==> config.mk <==
export PLATFORM = sky130hd
export DESIGN_NAME = mod_n_stream_detector
export DESIGN_NICKNAME = d
export VERILOG_FILES = /design/src/rtl/mod_n_stream_detector.sv
export SDC_FILE = /design/constraint.sdc
export NUM_CORES = 1
export LEC_CHECK = 0
export CORE_MARGIN = 2
export CORE_UTILIZATION = 54
export DETAILED_ROUTE_END_ITERATION = 16
export PLACE_DENSITY = 0.84
export SYNTH_ARGS = -nofsm -noshare
export SYNTH_HDL_FRONTEND = slang
export SYNTH_SLANG_ARGS = --single-unit
==> constraint.sdc <==
create_clock -name clk -period 7.6 [get_ports clk]
set_clock_uncertainty 0.1 [all_clocks]
set_input_delay 1.52 -clock clk [delete_from_list [all_inputs] [get_ports clk]]
set_output_delay 1.52 -clock clk [all_outputs]
set_load 0.02 [all_outputs]
==> src/rtl/mod_n_stream_detector.sv <==
// Multi-channel MSB-first serial divisibility detector: per-channel n mod DIVISOR,
// divisible flag and saturating divisible-event counter.
module mod_n_stream_detector #(
    parameter int DIVISOR  = 5,
    parameter int CHANNELS = 4,
    parameter int CNT_W    = 16,
    parameter int ZERO_HIT = 0,
    localparam int REM_W   = ($clog2(DIVISOR) > 1) ? $clog2(DIVISOR) : 1
) (
    input  logic                      clk,
    input  logic                      rst_n,
    input  logic [CHANNELS-1:0]       in_valid,
    input  logic [CHANNELS-1:0]       in_bit,
    input  logic [CHANNELS-1:0]       in_clear,
    input  logic [CHANNELS-1:0]       cnt_clr,
    output logic [CHANNELS-1:0]       div_hit,
    output logic [CHANNELS*REM_W-1:0] remainder,
    output logic [CHANNELS*CNT_W-1:0] hit_count,
    output logic [CHANNELS-1:0]       cnt_sat
);

    localparam logic [REM_W:0]   DIV_T   = (REM_W + 1)'(DIVISOR);
    localparam logic [REM_W-1:0] DIV_R   = REM_W'(DIVISOR);
    localparam logic [CNT_W-1:0] CNT_MAX = '1;

    for (genvar c = 0; c < CHANNELS; c++) begin : g_ch
        logic [REM_W-1:0] rem;
        logic [REM_W-1:0] rem_nx;
        logic [REM_W:0]   t;
        logic             qual;
        logic             qual_nx;
        logic             hit_ev;
        logic [CNT_W-1:0] cnt;
        logic             sat;

        // rem < DIVISOR, so one conditional subtract reduces 2*rem+bit;
        // the low REM_W bits of the difference are exact even when DIVISOR is 2^REM_W.
        always_comb begin
            t       = {rem, in_bit[c]};
            rem_nx  = (t >= DIV_T) ? (t[REM_W-1:0] - DIV_R) : t[REM_W-1:0];
            qual_nx = (ZERO_HIT != 0) ? 1'b1 : (qual | in_bit[c]);
            hit_ev  = in_valid[c] && !in_clear[c] && (rem_nx == '0) && qual_nx;
        end

        always_ff @(posedge clk) begin
            if (!rst_n) begin
                rem  <= '0;
                qual <= 1'b0;
                cnt  <= '0;
                sat  <= 1'b0;
            end else begin
                if (in_clear[c]) begin
                    rem  <= '0;
                    qual <= 1'b0;
                end else if (in_valid[c]) begin
                    rem  <= rem_nx;
                    qual <= qual_nx;
                end

                // A clear on the same edge as a hit event drops that event.
                if (cnt_clr[c]) begin
                    cnt <= '0;
                    sat <= 1'b0;
                end else if (hit_ev && (cnt != CNT_MAX)) begin
                    cnt <= cnt + 1'b1;
                    if (cnt == CNT_MAX - 1'b1) begin
                        sat <= 1'b1;
                    end
                end
            end
        end

`ifndef SYNTHESIS
        always_ff @(posedge clk) begin
            if (rst_n) begin
                assert ({1'b0, rem} < DIV_T);
            end
        end
`endif

        assign div_hit[c]                     = (rem == '0) && qual;
        assign remainder[c*REM_W +: REM_W]    = rem;
        assign hit_count[c*CNT_W +: CNT_W]    = cnt;
        assign cnt_sat[c]                     = sat;
    end

endmodule

* After elaboration in Yosys (flattened, before gate mapping)
Cells that the tools add are included.
** Operators by class
- Add/sub/neg operators :: 8
- Order comparisons :: 4
- Equal/unequal tests :: 8
- Multiplexer cells :: 4
- Bitwise operators :: 5
- Reductions and logical operators :: 44
** Operators with widths (count)
- 16-bit by 1-bit adder with 16-bit output (second input constant) :: 4
- 16-bit equality test (second input constant) :: 4
- 16-bit != test (second input constant) :: 4
- 3-bit logical NOT :: 8
- 1-bit logical AND :: 20
- 4-bit by 3-bit greater-or-equal comparator with 1-bit output (second input constant) :: 4
- 2-bit OR reduction :: 8
- 3-bit 2-to-1 mux :: 4
- 3-bit subtractor (second input constant) :: 4
- 2-bit AND reduction :: 4
- 1-bit logical NOT :: 4
- 1-bit OR :: 4
- 1-bit inverter :: 1
** Word-level totals
- Bits in registers :: 84
- Input port bits :: 18
- Output and inout port bits :: 84
- Logic and storage cells :: 89

* Logic depth before layout (Yosys ltp)
Gate-level depths: netlist of the first run.
- Depth after elaboration :: 7
- Gate-level depth with buffers :: 9
- Depth with buffers taken out :: 8

* Worst setup path after synthesis of the first run
OpenSTA, ideal clock, no wires.
- Path type :: input to register
- From :: input port in_bit[1]
- To :: register g_ch[1].cnt[10]
- Setup time :: 0.059 ns
- Arrival time :: 3.406 ns
- Data required time :: 7.441 ns
- Slack :: 4.035 ns
- Stages on the path :: 9
- Buffers on the path :: 1
- Cells stage by stage :: inv_1 -> ha_1 -> nand2b_1 -> a21oi_2 -> mux2_2 -> or3_1 -> clkbuf_1 -> or4_1 -> nand2_1
** Between the ends
- Longest elaborated chain between the ends :: 6
- Elaborated cells on any way between the ends :: 8
- Those cells by class :: 1 x add/sub; 1 x order compare; 1 x mux; 1 x bitwise; 4 x reduce/logical
** Ends and longest elaborated chain
- start, declared :: RTL line 13 : input logic [CHANNELS-1:0] in_bit,
- 4-bit by 3-bit greater-or-equal comparator with 1-bit output / 3-bit subtractor (equally long branches) :: RTL line 40 : rem_nx = (t >= DIV_T) ? (t[REM_W-1:0] - DIV_R) : t[REM_W-1:0];
- 3-bit 2-to-1 mux :: RTL line 40
- 3-bit logical NOT :: RTL line 42 : hit_ev = in_valid[c] && !in_clear[c] && (rem_nx == '0) && qual_nx;
- 1-bit logical AND :: RTL line 42
- 1-bit logical AND * :: RTL line 42
- 1-bit logical AND * :: RTL line 64 : end else if (hit_ev && (cnt != CNT_MAX)) begin
- end signal, assigned :: RTL line 65 : cnt <= cnt + 1'b1;
- end, declared :: RTL line 33 : logic [CNT_W-1:0] cnt;
Every way passes the cells marked *; elsewhere a longest branch is shown, timed or not.
A chain may end at the register's enable or synchronous reset.

* Worst setup path after layout of the first run
- From :: input port in_bit[3]
- To :: register g_ch[3].cnt[3]
** Between the ends
- Longest elaborated chain between the ends :: 6
- Elaborated cells on any way between the ends :: 8
- Those cells by class :: 1 x add/sub; 1 x order compare; 1 x mux; 1 x bitwise; 4 x reduce/logical
** Ends and longest elaborated chain (RTL line)
- 4-bit by 3-bit greater-or-equal comparator with 1-bit output / 3-bit subtractor (equally long branches) :: 40
- 3-bit 2-to-1 mux :: 40
- 3-bit logical NOT :: 42
- 1-bit logical AND :: 42
- 1-bit logical AND * :: 42
- 1-bit logical AND * :: 64
- end signal, assigned :: 65
- end, declared :: 33
Marked as above.

==> results, run 1 <==
- The endpoint of the worst register-to-register path is g_ch[3].cnt[3].
- The reg-to-reg startpoint is g_ch[3].rem[0].
- Summed over all layers, the global routing overflow is 0.
- The vias per cell is about 5.6.
- The number of pins exceeding their max-slew limit in the final report came to 0.
- The category of the worst setup path launch point is an input pin.
- By area the synthesized netlist is led by sky130_fd_sc_hd__dfxtp_1 38%, sky130_fd_sc_hd__nor2_1 6.7%, sky130_fd_sc_hd__xor2_1 5.7%.
- For the worst setup path, the data required time is 7.75 ns.
- The root buffer cell is sky130_fd_sc_hd__clkbuf_8.
- The vias after detailed routing is 4111.
- sky130_fd_sc_hd__dfxtp_1 takes more of the synthesized area than any other cell.
- Summing all non-filler instances in the final layout gives an area of roughly 5700 um^2.
- The post-route fraction of the period consumed by the critical path is around three fifths.
- The fmax is between 0.2 and 0.25 GHz.
- The I/O pin total is 102.
- The actual slew at the worst max-slew pin is between 1 and 1.5 ns.
- The final estimated routing congestion in global placement is between 0.8 and 0.9.
- When the netlist entered floorplanning its net count stood at between 500 and 600.
- The number of instances in the synthesized netlist is about 530.
- The die boundary height is 94.8 um.
- The fraction of synthesized cell area taken by the top area cell type is 37.8%.
- Clock latency on the worst-skew pair, taken at its later pin, is around 0.35 ns.
- The element type at the critical path end is a flip-flop.
- The async set or reset register ratio after synthesis is 0%.
- Setup repair after global routing left no endpoint under its margin.
- The number of placement rows is 33.
- The clock edge transition at the registers on the reported setup and hold paths is ~0.090 ns.
- The horizontal die dimension is between 90 and 100 um.
- Port buffering added just over 100 buffers.
- The net total in the final layout is between 600 and 700.
- In this run switching power makes up between 20% and 30% of total power.
- Sequential cells burn 55.8% of the power.
- Post-CTS timing repair inserted 0 buffers for setup.
- In the synthesized netlist, the cells that appear most often are 84 x sky130_fd_sc_hd__dfxtp_1, 79 x sky130_fd_sc_hd__nor2_1, 38 x sky130_fd_sc_hd__nand2_1, 30 x sky130_fd_sc_hd__nand3_1, 29 x sky130_fd_sc_hd__xor2_1.
- In this run, synthesis inferred 0 flip-flops with an integrated enable.
- After synthesis the cells add up to 4450 um^2.
- The startpoint of the lowest-slack hold path is g_ch[1].sat.
- Total power for the finished layout comes to about 800 uW.
- The leading cell type by number of instances after synthesis is sky130_fd_sc_hd__dfxtp_1.
- The number of storage elements in the synthesis netlist is between 80 and 90.
- The number of nets with antenna violations after detailed routing is 0.
- The number of detailed-routing iterations run before antenna repair is 4.
- The arrival time at the worst endpoint is about 4.7 ns.
- The total routing resource utilization after global routing is 23.1%.
- The longest clock path from root to sink contains 2 buffers.
- The antenna diode count is 0.
- The first global-routing pass estimated 16900 um of wire.
- The sink count of the clock tree is 84.
- The share of post-route cells with drive strength above 1 is roughly 5.1%.
- The post-DP HPWL is between 7000 and 8000 um.
- The count of H-tree levels built during CTS is 3.
- From synthesis to final layout, the design area changed by 27.5%.
- The number of cells on the worst reg-to-reg path is 8.
- The worst path in the final design needs a cycle of about 4.5 ns, including I/O delays and setup.
- The run finished with clean final reports.
- The worst hold path terminates at g_ch[1].sat.
- The synthesis warning total is 0.
- For this configuration, the core starts out at a cell density of between 50% and 60%.
- The clock network accounts for a little over a third of the total power.
- For this design the ratio of total power to cell area is roughly 140 nW/um^2.
- The most common flop cell mapped by yosys is sky130_fd_sc_hd__dfxtp_1.
- For this design the static power due to leakage is roughly 2 nW.
- Wires add up to 10300 um.
- Along the worst hold path, the cell count comes to 2.
- Setup violations remaining at the end of the flow were counted as 0.
- The reported net switching power is 208 uW.
- The maximum fanout count along the critical path is 16.
- The number of gates resized after CTS was 0.
- The mean post-synth cell area is between 8 and 9 um^2.
- Measured against its own limit, the worst slew margin works out to roughly 20%.
- The multiplexer share of the synthesized area is under 10%.
- TritonCTS created 9 clock buffers.
- The area of the die is 8990 um^2.
- The dominant combinational cell family by area after synthesis is simple AND/OR/NAND/NOR gates.
- The initial antenna violation count is 0.
- In this run the worst hold path is classified as reg2reg.
- In the routed design, unresolved DRC markers number 0.
- The sequential cell area fraction in the yosys report is a little under two fifths.
- The register-to-register setup slack is ~4.3 ns.
- The peak supply drop is 0.0000908 V.
- The detailed router finished its first iteration with slightly above 200 violations.
- Cell internal power was estimated by the tool at just under 600 uW.
- In this run, distinct cell masters in the synthesized netlist total 47.
- TritonCTS built the clock tree.
- The share of the synthesized area in compound gates (AO/OA/AOI/OAI) is under 10%.
- The combinational share of power is under 10%.
- The synthesized netlist devotes under 10% of its cell area to XOR and XNOR gates.
- The area of the core is ~8100 um^2.
- The hold slack is just under 0.4 ns.
- The total of max-cap violations is 0.
- The number of hold buffers added after CTS was 0.
- The pin count of the biggest net entering global routing is 19.
- The via count of the first global-routing pass is approximately 3800.
- Summing all placed instances gives a cell area of around 5500 um^2.
- The synthesized netlist devotes 4.50% of its cell area to adder and majority cells.
- The area fraction in and, or, nand and nor cells after synthesis is between 30% and 40%.
- In the final routed layout, each cell accounts on average for ~14 um.
- For the final routed database, the setup TNS stands at 0 ns.
- The type of the worst setup path is in2reg.
- The number of hold-slack violations in the final timing report is 0.
final cells by class:
class / instances / area (um^2)
Clock buffer: 10 / 128
Clock inverter: 6 / 48.8
Fill cell: 655 / 2420
Inverter: 15 / 56.3
Multi-Input combinational cell: 411 / 2610
Sequential cell: 84 / 1680
Tap cell: 105 / 131
Timing Repair Buffer: 102 / 1020
per-layer routing:
| layer | track usage [%] | wire length, um | vias up |
|---|---|---|---|
| met3 | 5.43 | 593 | 11 |
| met5 | 0 | 0 | - |
| li1 | - | - | 2058 |
| met1 | 30.2 | 4610 | 1924 |
| met4 | 7.13 | 129 | 0 |
| met2 | 37.8 | 4940 | 118 |
per-stage QoR:
| step | instances | util, % | setup slack (ns) |
|---|---|---|---|
| floorplan | 532 | - | 4.03 |
| global placement | 717 | 68.0 | 2.89 |
| detailed placement | 717 | 68.0 | 2.69 |
| CTS | 733 | 70.1 | 3.07 |
| global route | 733 | 70.1 | 2.84 |
| finish | 733 | 70.1 | 3.06 |
sequential cells by signal, summed over array words and instances, names as in the netlist:
signal,flops
g_ch.qual,4
g_ch.sat,4
g_ch.cnt,64
g_ch.rem,12
logic make-up after synthesis:
group,count (synthesis)
AND/OR/NAND/NOR,281
flip-flops,84
XOR/XNOR,49
AO/OA/AOI/OAI,47
buffers and inverters,37
multiplexers,18
adder cells (fa/ha/maj),16
worst max-delay path by stage:
stage	end	slack (ns)	start
2_1_floorplan	g_ch[1].cnt[10]	4.03	in_bit[1]
3_3_place_gp	g_ch[3].cnt[3]	2.89	in_bit[3]
3_5_place_dp	g_ch[3].cnt[3]	2.69	in_bit[3]
4_1_cts	g_ch[3].cnt[3]	3.07	in_bit[3]
5_1_grt	g_ch[3].cnt[3]	2.84	in_bit[3]
6_report	g_ch[3].cnt[3]	3.06	in_bit[3]
worst max-delay path, stage by stage:
cell                              delay (ns)
sky130_fd_sc_hd__clkdlybuf4s50_1        0.51
sky130_fd_sc_hd__inv_1                  0.13
sky130_fd_sc_hd__ha_1                   0.21
sky130_fd_sc_hd__nand2b_1               0.07
sky130_fd_sc_hd__a21oi_1                0.34
sky130_fd_sc_hd__mux2i_1                0.93
sky130_fd_sc_hd__nor3b_1                0.52
sky130_fd_sc_hd__nand4_1                0.16
sky130_fd_sc_hd__mux2_2                 0.29
cell usage in the layout (no fill, tap or decap), types with 3 or more instances in the layout:
cell,synthesis,routed
sky130_fd_sc_hd__nor2_1,79,79
sky130_fd_sc_hd__or3_1,4,4
sky130_fd_sc_hd__a31o_2,3,3
sky130_fd_sc_hd__and4_1,10,10
sky130_fd_sc_hd__clkinvlp_4,0,3
sky130_fd_sc_hd__nand4b_1,3,3
sky130_fd_sc_hd__nand2_1,38,38
sky130_fd_sc_hd__nand3_1,30,30
sky130_fd_sc_hd__inv_1,15,15
sky130_fd_sc_hd__a31oi_1,3,3
sky130_fd_sc_hd__nor3b_1,7,7
sky130_fd_sc_hd__dfxtp_1,84,84
sky130_fd_sc_hd__xor2_1,29,29
sky130_fd_sc_hd__clkdlybuf4s50_1,0,101
sky130_fd_sc_hd__clkbuf_8,0,9
sky130_fd_sc_hd__or3b_2,4,4
sky130_fd_sc_hd__a211oi_1,4,4
sky130_fd_sc_hd__nand2b_1,16,16
sky130_fd_sc_hd__nand4_1,26,26
sky130_fd_sc_hd__nor4b_1,7,7
sky130_fd_sc_hd__a21oi_1,18,18
sky130_fd_sc_hd__nor2b_1,4,4
sky130_fd_sc_hd__and3_1,15,15
sky130_fd_sc_hd__xnor2_1,20,20
sky130_fd_sc_hd__o21ai_0,8,8
sky130_fd_sc_hd__and2_1,9,9
sky130_fd_sc_hd__or4_1,3,3
sky130_fd_sc_hd__nor4_1,8,8
sky130_fd_sc_hd__ha_1,16,16
sky130_fd_sc_hd__mux2i_1,16,16
sky130_fd_sc_hd__nor3_1,12,12
power by group through the flow:
stage | clock network [mW] | logic (mW) | registers (mW)
2_1_floorplan | 0 | 0.0369 | 0.457
3_3_place_gp | 0 | 0.0599 | 0.456
3_5_place_dp | 0 | 0.0617 | 0.456
4_1_cts | 0.297 | 0.0620 | 0.445
5_1_grt | 0.316 | 0.0685 | 0.446
6_report | 0.291 | 0.0620 | 0.445
Power figures use the tool's default switching activity.
==> inputs of run 2 (changes only) <==
CORE_UTILIZATION = 46   (was 54)
PLACE_DENSITY = 0.76   (was 0.84)
clock period = 3.7 ns   (was 7.6 ns; I/O delays follow)
==> run 2 against run 1 <==
Compared with the run above:
- design area up 1.7%
- first-iteration DRC count down 54%
- worst setup slack worse by 2.5 ns
- critical path type unchanged
- die area up 17%
- power up 110%
- sequential power up 110%
- combinational power up 110%
- critical path depth unchanged
==> results, run 2 (same netlist as run 1, synthesis figures left out) <==
- The starting density of the core is a little under half.
- The net count of the finished layout is 664.
- The critical path in this run is classified as in2reg.
- The TritonCTS clock tree is yes.
- The run finished with clean final reports.
- The fmax is between 0.3 and 0.4 GHz.
- The critical path required time is 3.86 ns.
- The horizontal die dimension is 102 um.
- The critical path starts at in_bit[1].
- Counting the buffers created by CTS gives 9.
- The die covers 10500 um^2.
- The post-route fraction of the period consumed by the critical path is ~84%.
- For this run, the total global-route usage over all layers was measured as between 20% and 30%.
- The vias after detailed routing is a little over 4000.
- The vias per cell is about 5.4.
- After clock tree synthesis, the setup repair step added 0 buffers.
- In the final layout, the registers with the most flip-flops are g_ch.cnt x64, g_ch.rem x12.
- The minimum clock period is between 3 and 4 ns.
- Once the clock tree was built, the resizer swapped 0 gates to a different size.
- Setup repair after global routing left no endpoint under its margin.
- The total negative setup slack is 0 ns.
- The number of hold-slack violations in the final timing report is 0.
- The fraction of power consumed by the clock network is a little under two fifths.
- Summed over all nets, the switching power comes to between 400 and 500 uW.
- The relative max-transition margin is between 50% and 60%.
- The longest clock path from root to sink contains 2 buffers.
- Walking the worst path, the cells encountered are clkdlybuf4s50_1 > inv_1 > ha_1 > nand2b_1 > a21oi_2 > mux2_2 > or3_1 > or3_1 > a21oi_1.
- The cell type with the highest occurrence count on the critical path is sky130_fd_sc_hd__or3_1.
- The final estimated routing congestion in global placement is approximately 0.83.
- The core region is 9330 um^2.
- The dominant delay contributor by cell family on the critical path is simple AND/OR/NAND/NOR gates.
- Overall power consumption after layout is estimated at between 1.5 and 2 mW.
- The most frequent standard cell in the layout excluding fill and tap cells is sky130_fd_sc_hd__clkdlybuf4s50_1.
- Clock-pin slew was measured on the worst setup and hold paths at ~0.080 ns.
- Measured on the finished design, the core utilization comes to about three fifths.
- The maximum fanout count along the critical path is 7.
- The count of input and output buffers is slightly above 100.
- The root buffer cell is sky130_fd_sc_hd__clkbuf_8.
- Max-cap violations in this run came to 0.
- At the worst endpoint, the arrival time is between 3 and 4 ns.
- The element type at the critical path end is a flip-flop.
- The number of design rule violations left after detail routing is 0.
- Setup violations remaining at the end of the flow were counted as 0.
- The initial antenna violation count came to 0.
- The count of nets left with antenna violations once routing finished came out at 0.
- The iteration-0 DRC count of the detailed router is 92.
- The number of antenna diodes in the final layout is 0.
- The largest single stage delay on the critical path is ~0.50 ns.
- The number of flip-flops under the largest register name is 64.
- The worst setup path is launched from an input pin.
- In the layout the commonest cells are 101 x sky130_fd_sc_hd__clkdlybuf4s50_1, 84 x sky130_fd_sc_hd__dfxtp_1, 79 x sky130_fd_sc_hd__nor2_1, 38 x sky130_fd_sc_hd__nand2_1, 30 x sky130_fd_sc_hd__nand3_1.
- The post-layout instance area is around 5800 um^2.
- In this run the vertical extent of the chip is between 100 and 150 um.
- Net switching is approximately a quarter of the power.
- In this run, flip-flops and latches consume a little over half of the power.
- The post-DP HPWL is 7660 um.
- At the pin with the least slew margin, the transition time is around 0.70 ns.
- The path class of the tightest hold or removal check is reg2reg.
- The buffering stage count on the worst path with inverters included is 2.
- The worst register-to-register path begins at g_ch[1].rem[0].
- The hold buffer count at CTS is 0.
- The placed instances occupy a cell area of between 5000 and 6000 um^2.
- The count of cells along the worst hold path is 2.
- The power per cell area is roughly 290 nW/um^2.
- The global-route wire length before repair is 17800 um.
- The share of total power dissipated in combinational logic is about 7.8%.
- The register-to-register setup slack is 1.09 ns.
- The destination of the worst hold path is g_ch[3].sat.
- The H-tree was split into 3 levels.
- The peak supply drop is between 0.00015 and 0.0002 V.
- For this design the top-level I/O count stands at roughly 100.
- The residual overflow from global routing is 0.
- The area growth from synthesis to layout is 29.7%.
- The total leakage power is 2.01 nW.
- The highest-delay cell along the critical path is sky130_fd_sc_hd__clkdlybuf4s50_1.
- Hold timing on the final database bottoms out at a slack of 0.379 ns.
- The startpoint of the lowest-slack hold path is g_ch[3].sat.
- The share of post-route cells with drive strength above 1 is 5.99%.
- The sink count of the clock tree is 84.
- Counting flops per register, the top entry is g_ch.cnt.
- The number of pins exceeding their max-slew limit in the final report came to 0.
- The number of placement rows is 35.
- For the worst flop-to-flop path, the logic depth is 8.
- Entering global routing, the biggest net connects 19 pins.
- The worst-skew pair later-pin latency is between 0.3 and 0.4 ns.
- The detailed-route wire length per cell is 13.6 um.
- The worst register-to-register path ends at g_ch[1].cnt[14].
- The routed wire length is roughly 10000 um.
- Internal power comes to about 1.3 mW.
- The via count of the first global-routing pass was between 3000 and 4000.
- The first TritonRoute pass finished after 4 iterations.
run 2: cell types whose count changed in the layout (fill, tap and decap cells not counted):
cell / change
sky130_fd_sc_hd__buf_4: +7
sky130_fd_sc_hd__inv_6: -2
sky130_fd_sc_hd__bufinv_16: +1
sky130_fd_sc_hd__clkbuf_8: +1
sky130_fd_sc_hd__clkinv_2: +1
sky130_fd_sc_hd__clkinv_4: -1
sky130_fd_sc_hd__clkinvlp_4: -1
run 2: through the flow:
step                      instances  setup slack, ns
final                           763            0.589
after global placement          748            0.350
after floorplan                 532            0.915
after global routing            763            0.417
after CTS                       763            0.609
after detailed placement        748            0.243
run 2: how the worst max path moves through the flow:
stage | endpoint | slack (ns) | cells past startpoint
final | g_ch[1].cnt[14] | 0.59 | 9
after global routing | g_ch[1].cnt[14] | 0.42 | 9
after CTS | g_ch[1].cnt[14] | 0.61 | 9
after detailed placement | g_ch[1].cnt[14] | 0.24 | 9
after global placement | g_ch[1].cnt[10] | 0.35 | 9
after floorplan | g_ch[1].cnt[12] | 0.91 | 9
run 2: final cells by class:
class	count	area, um^2
inverters	15	56.3
well taps	129	161
clock inverters	4	50.0
multi-input cells	411	2610
flip-flops and latches	84	1680
clock buffers	11	141
repair buffers	109	1070
fillers	863	3550
run 2: power by group through the flow:
stage	logic (mW)	registers (mW)	clock network, mW
5_1_grt	0.147	0.916	0.699
6_report	0.132	0.915	0.651
3_3_place_gp	0.128	0.936	0
2_1_floorplan	0.0758	0.939	0
3_5_place_dp	0.132	0.936	0
4_1_cts	0.133	0.915	0.677
run 2: worst min-delay path: cells and delay by family (launching register included):
| kind | cells | cell delay, ns |
|---|---|---|
| AO/OA/AOI/OAI | 1 | 0.04 |
| AND/OR/NAND/NOR | 1 | 0.07 |
| flip-flops | 1 | 0.34 |
run 2: layer usage:
layer	track usage, %	wire, um	part of all wire (%)	up-vias
met5	0	0	0	-
met4	7.49	173	1.7	0
met3	4.99	541	5.2	16
met2	33.0	4920	47	116
met1	27.4	4730	46	1925
li1	-	-	-	2059
==> inputs of run 3 (changes only) <==
clock period = 2.8 ns   (was 3.7 ns; I/O delays follow)
==> run 3 against run 2 <==
Compared with the run above:
- critical endpoint unchanged
- die area unchanged
- highest routed layer unchanged
- worst setup slack got worse by 0.43 ns
- sequential share of layout area decreased by 1.1 points
- largest power group unchanged
==> results, run 3 (same netlist as run 1, synthesis figures left out) <==
- Hold repair after CTS inserted 0 buffers.
- In this run the worst hold path is classified as reg2reg.
- The total routing resource utilization after global routing is around a fifth.
- The TritonCTS clock tree is yes.
- The arrival time at the worst endpoint is around 2.8 ns.
- The initial antenna violation count is 0.
- The met1 routed wirelength after detailed routing is around 5000 um.
- In this run the worst path has a maximum fanout of 4.
- STA classifies the critical path endpoint as a flip-flop.
- The final estimated routing congestion in global placement is between 0.8 and 0.9.
- The number of setup buffers added after CTS is 0.
- The routed layout has between 4000 and 5000 vias.
- The number of placement rows is 35.
- The minimum clock period is about 2.6 ns.
- The sequential cell area is around 1700 um^2.
- The routed wire length is between 10000 and 15000 um.
- After clock tree synthesis, the clock-pin slew on the worst setup and hold paths is 0.09 ns.
- The peak supply drop is around 0.00026 V.
- The post-route netlist has roughly a tenth of its cells at a drive strength greater than 1.
- The met3 layer wire length in the routed design is approximately 360 um.
- In the final layout, the registers with the most flip-flops are g_ch.cnt x64, g_ch.rem x12.
- The die is roughly 100 um tall.
- No sink is reached through more buffers than the 2 on the longest clock path.
- The via count of the first global-routing pass is between 3000 and 4000.
- Cells fill between 60 and 70% of the core in the end.
- The number of buffers inserted during clock tree synthesis is 9.
- The number of nets with antenna violations after detailed routing is 0.
- Summing all multi-input logic gate instances after layout gives between 2000 and 3000 um^2.
- Leaving out fill and tap cells, the most frequent cell in the layout is sky130_fd_sc_hd__clkdlybuf4s50_1.
- The pin count of the biggest net entering global routing is 19.
- In this run the standard cell core region covers 9330 um^2.
- Port buffering added 101 buffers.
- The register with the most flip-flops in the layout has 64 of them.
- The pre-antenna-repair detailed-routing pass consisted of 4 iterations.
- The sink count of the clock tree is between 80 and 90.
- The type of the worst setup path is in2reg.
- Setup violations remaining at the end of the flow were counted as 0.
- The worst path uses between 90% and 100% of the clock period.
- The actual slew at the worst max-slew pin is 0.664 ns.
- The die covers around 10000 um^2.
- The worst-skew pair later-pin latency is roughly 0.35 ns.
- The residual overflow from global routing is 0.
- The number of inserted filler cells in the final layout is 801.
- Leaving out fill and tap cells, the most frequent cells in the layout are 101 x sky130_fd_sc_hd__clkdlybuf4s50_1, 84 x sky130_fd_sc_hd__dfxtp_1, 79 x sky130_fd_sc_hd__nor2_1, 38 x sky130_fd_sc_hd__nand2_1, 33 x sky130_fd_sc_hd__buf_4.
- The net total in the final layout is ~700.
- Detailed routing placed a total of approximately 5000 um of wire on met2.
- In the final routed layout, each cell accounts on average for around 13 um.
- The antenna diode count is 0.
- At the placement stage, the worst setup path has a slack of -0.243 ns.
- The total leakage power is 2.15 nW.
- Across the run, the number of max-cap violations was 0.
- Routed signal wires occupy layers up through met4.
- Static timing analysis puts the maximum clock frequency at between 0.3 and 0.4 GHz.
- The number of design rule violations left after detail routing is 0.
- The die is between 100 and 150 um wide.
- The I/O pin total is 102.
- In this run the power density over the cells is approximately 400 nW/um^2.
- The post-synthesis to final-layout area growth is 35.0%.
- The run finished with clean final reports.
- The number of pins exceeding their max-slew limit in the final report is 0.
- The top register by number of flip-flops is g_ch.cnt.
- The global-route wire length before repair is between 15000 and 20000 um.
- The worst setup path is launched from an input pin.
- The setup slack of the critical path after layout is 0.159 ns.
- The vias per cell is 5.31.
- Data on the critical path is required at its endpoint by between 2 and 3 ns.
- The wire-length estimate of the detail-placed layout is between 7000 and 8000 um.
- After the first detailed-routing iteration, the DRC count stood at 66.
- The starting density of the core is a little under half.
- The H-tree was split into 3 levels.
- The number of hold-slack violations in the final timing report is 0.
- The hold slack is a little under 0.4 ns.
- The relative max-transition margin is about 55%.
- Clock tree synthesis selected as its root buffer the cell sky130_fd_sc_hd__clkbuf_8.
==> run 3: cell count changes in the layout (fill, tap and decap cells not counted) <==
cell                         change
sky130_fd_sc_hd__clkbuf_1        -1
sky130_fd_sc_hd__clkinv_2        -1
sky130_fd_sc_hd__nor3_4          +1
sky130_fd_sc_hd__buf_4          +25
sky130_fd_sc_hd__clkinvlp_4      -1
sky130_fd_sc_hd__nor3_2          -1
sky130_fd_sc_hd__bufinv_16       +1
sky130_fd_sc_hd__inv_6           +3
==> run 3: worst max-delay path, stage by stage <==
cell and delay, ns:
sky130_fd_sc_hd__clkdlybuf4s50_1 0.46, sky130_fd_sc_hd__inv_1 0.10, sky130_fd_sc_hd__ha_1 0.18, sky130_fd_sc_hd__nand2b_1 0.08, sky130_fd_sc_hd__a21oi_2 0.17, sky130_fd_sc_hd__mux2_2 0.39
sky130_fd_sc_hd__or3_1 0.41, sky130_fd_sc_hd__or3_1 0.33, sky130_fd_sc_hd__a21oi_1 0.15
==> run 3: what timing repair did <==
item                                    in CTS  in global routing
resized for setup                            0                  1
endpoints found under the setup margin       0                  3
endpoints found under the hold margin        0                  0
==> run 3: final timing paths <==
| check | cells past startpoint | to | from | slack [ns] |
|---|---|---|---|---|
| worst max-delay path | 9 | g_ch[1].cnt[14] | in_bit[1] | 0.16 |
| worst min-delay path | 2 | g_ch[3].sat | g_ch[3].sat | 0.39 |
| worst max register to register | 8 | g_ch[1].cnt[14] | g_ch[1].rem[0] | 0.31 |
| worst min register to register | 2 | g_ch[3].sat | g_ch[3].sat | 0.39 |
==> run 3: metrics by stage <==
stage	power, mW	cells	instance area [um^2]	TNS (ns)
final	2.40	789	6010	0
after global routing	2.51	789	6010	-0.0193
after CTS	2.43	789	6000	0
after detailed placement	1.43	773	5770	-2.29
after global placement	1.43	773	5770	-1.15
after floorplan	1.34	532	4450	0
==> run 3: final cells by class <==
cell class | count | share of cell area (%)
inverter | 15 | 0.937
sequential | 84 | 28.0
clock buffer | 10 | 2.29
timing repair buffer | 134 | 20.9
tap | 129 | 2.69
clock inverter | 6 | 1.56
multi-input combinational | 411 | 43.6
==> run 3: layer usage <==
metal	vias up	track usage (%)
met5	-	0
met4	0	7.79
met3	16	3.69
met2	84	34.2
met1	1977	26.8
li1	2109	-
==> run 3: power by group <==
group          total [mW]  internal (mW)  switching [mW]
Clock               0.991          0.536           0.455
Sequential           1.21           1.20         0.00896
Combinational       0.198         0.0954           0.102
Total                2.40           1.83           0.566
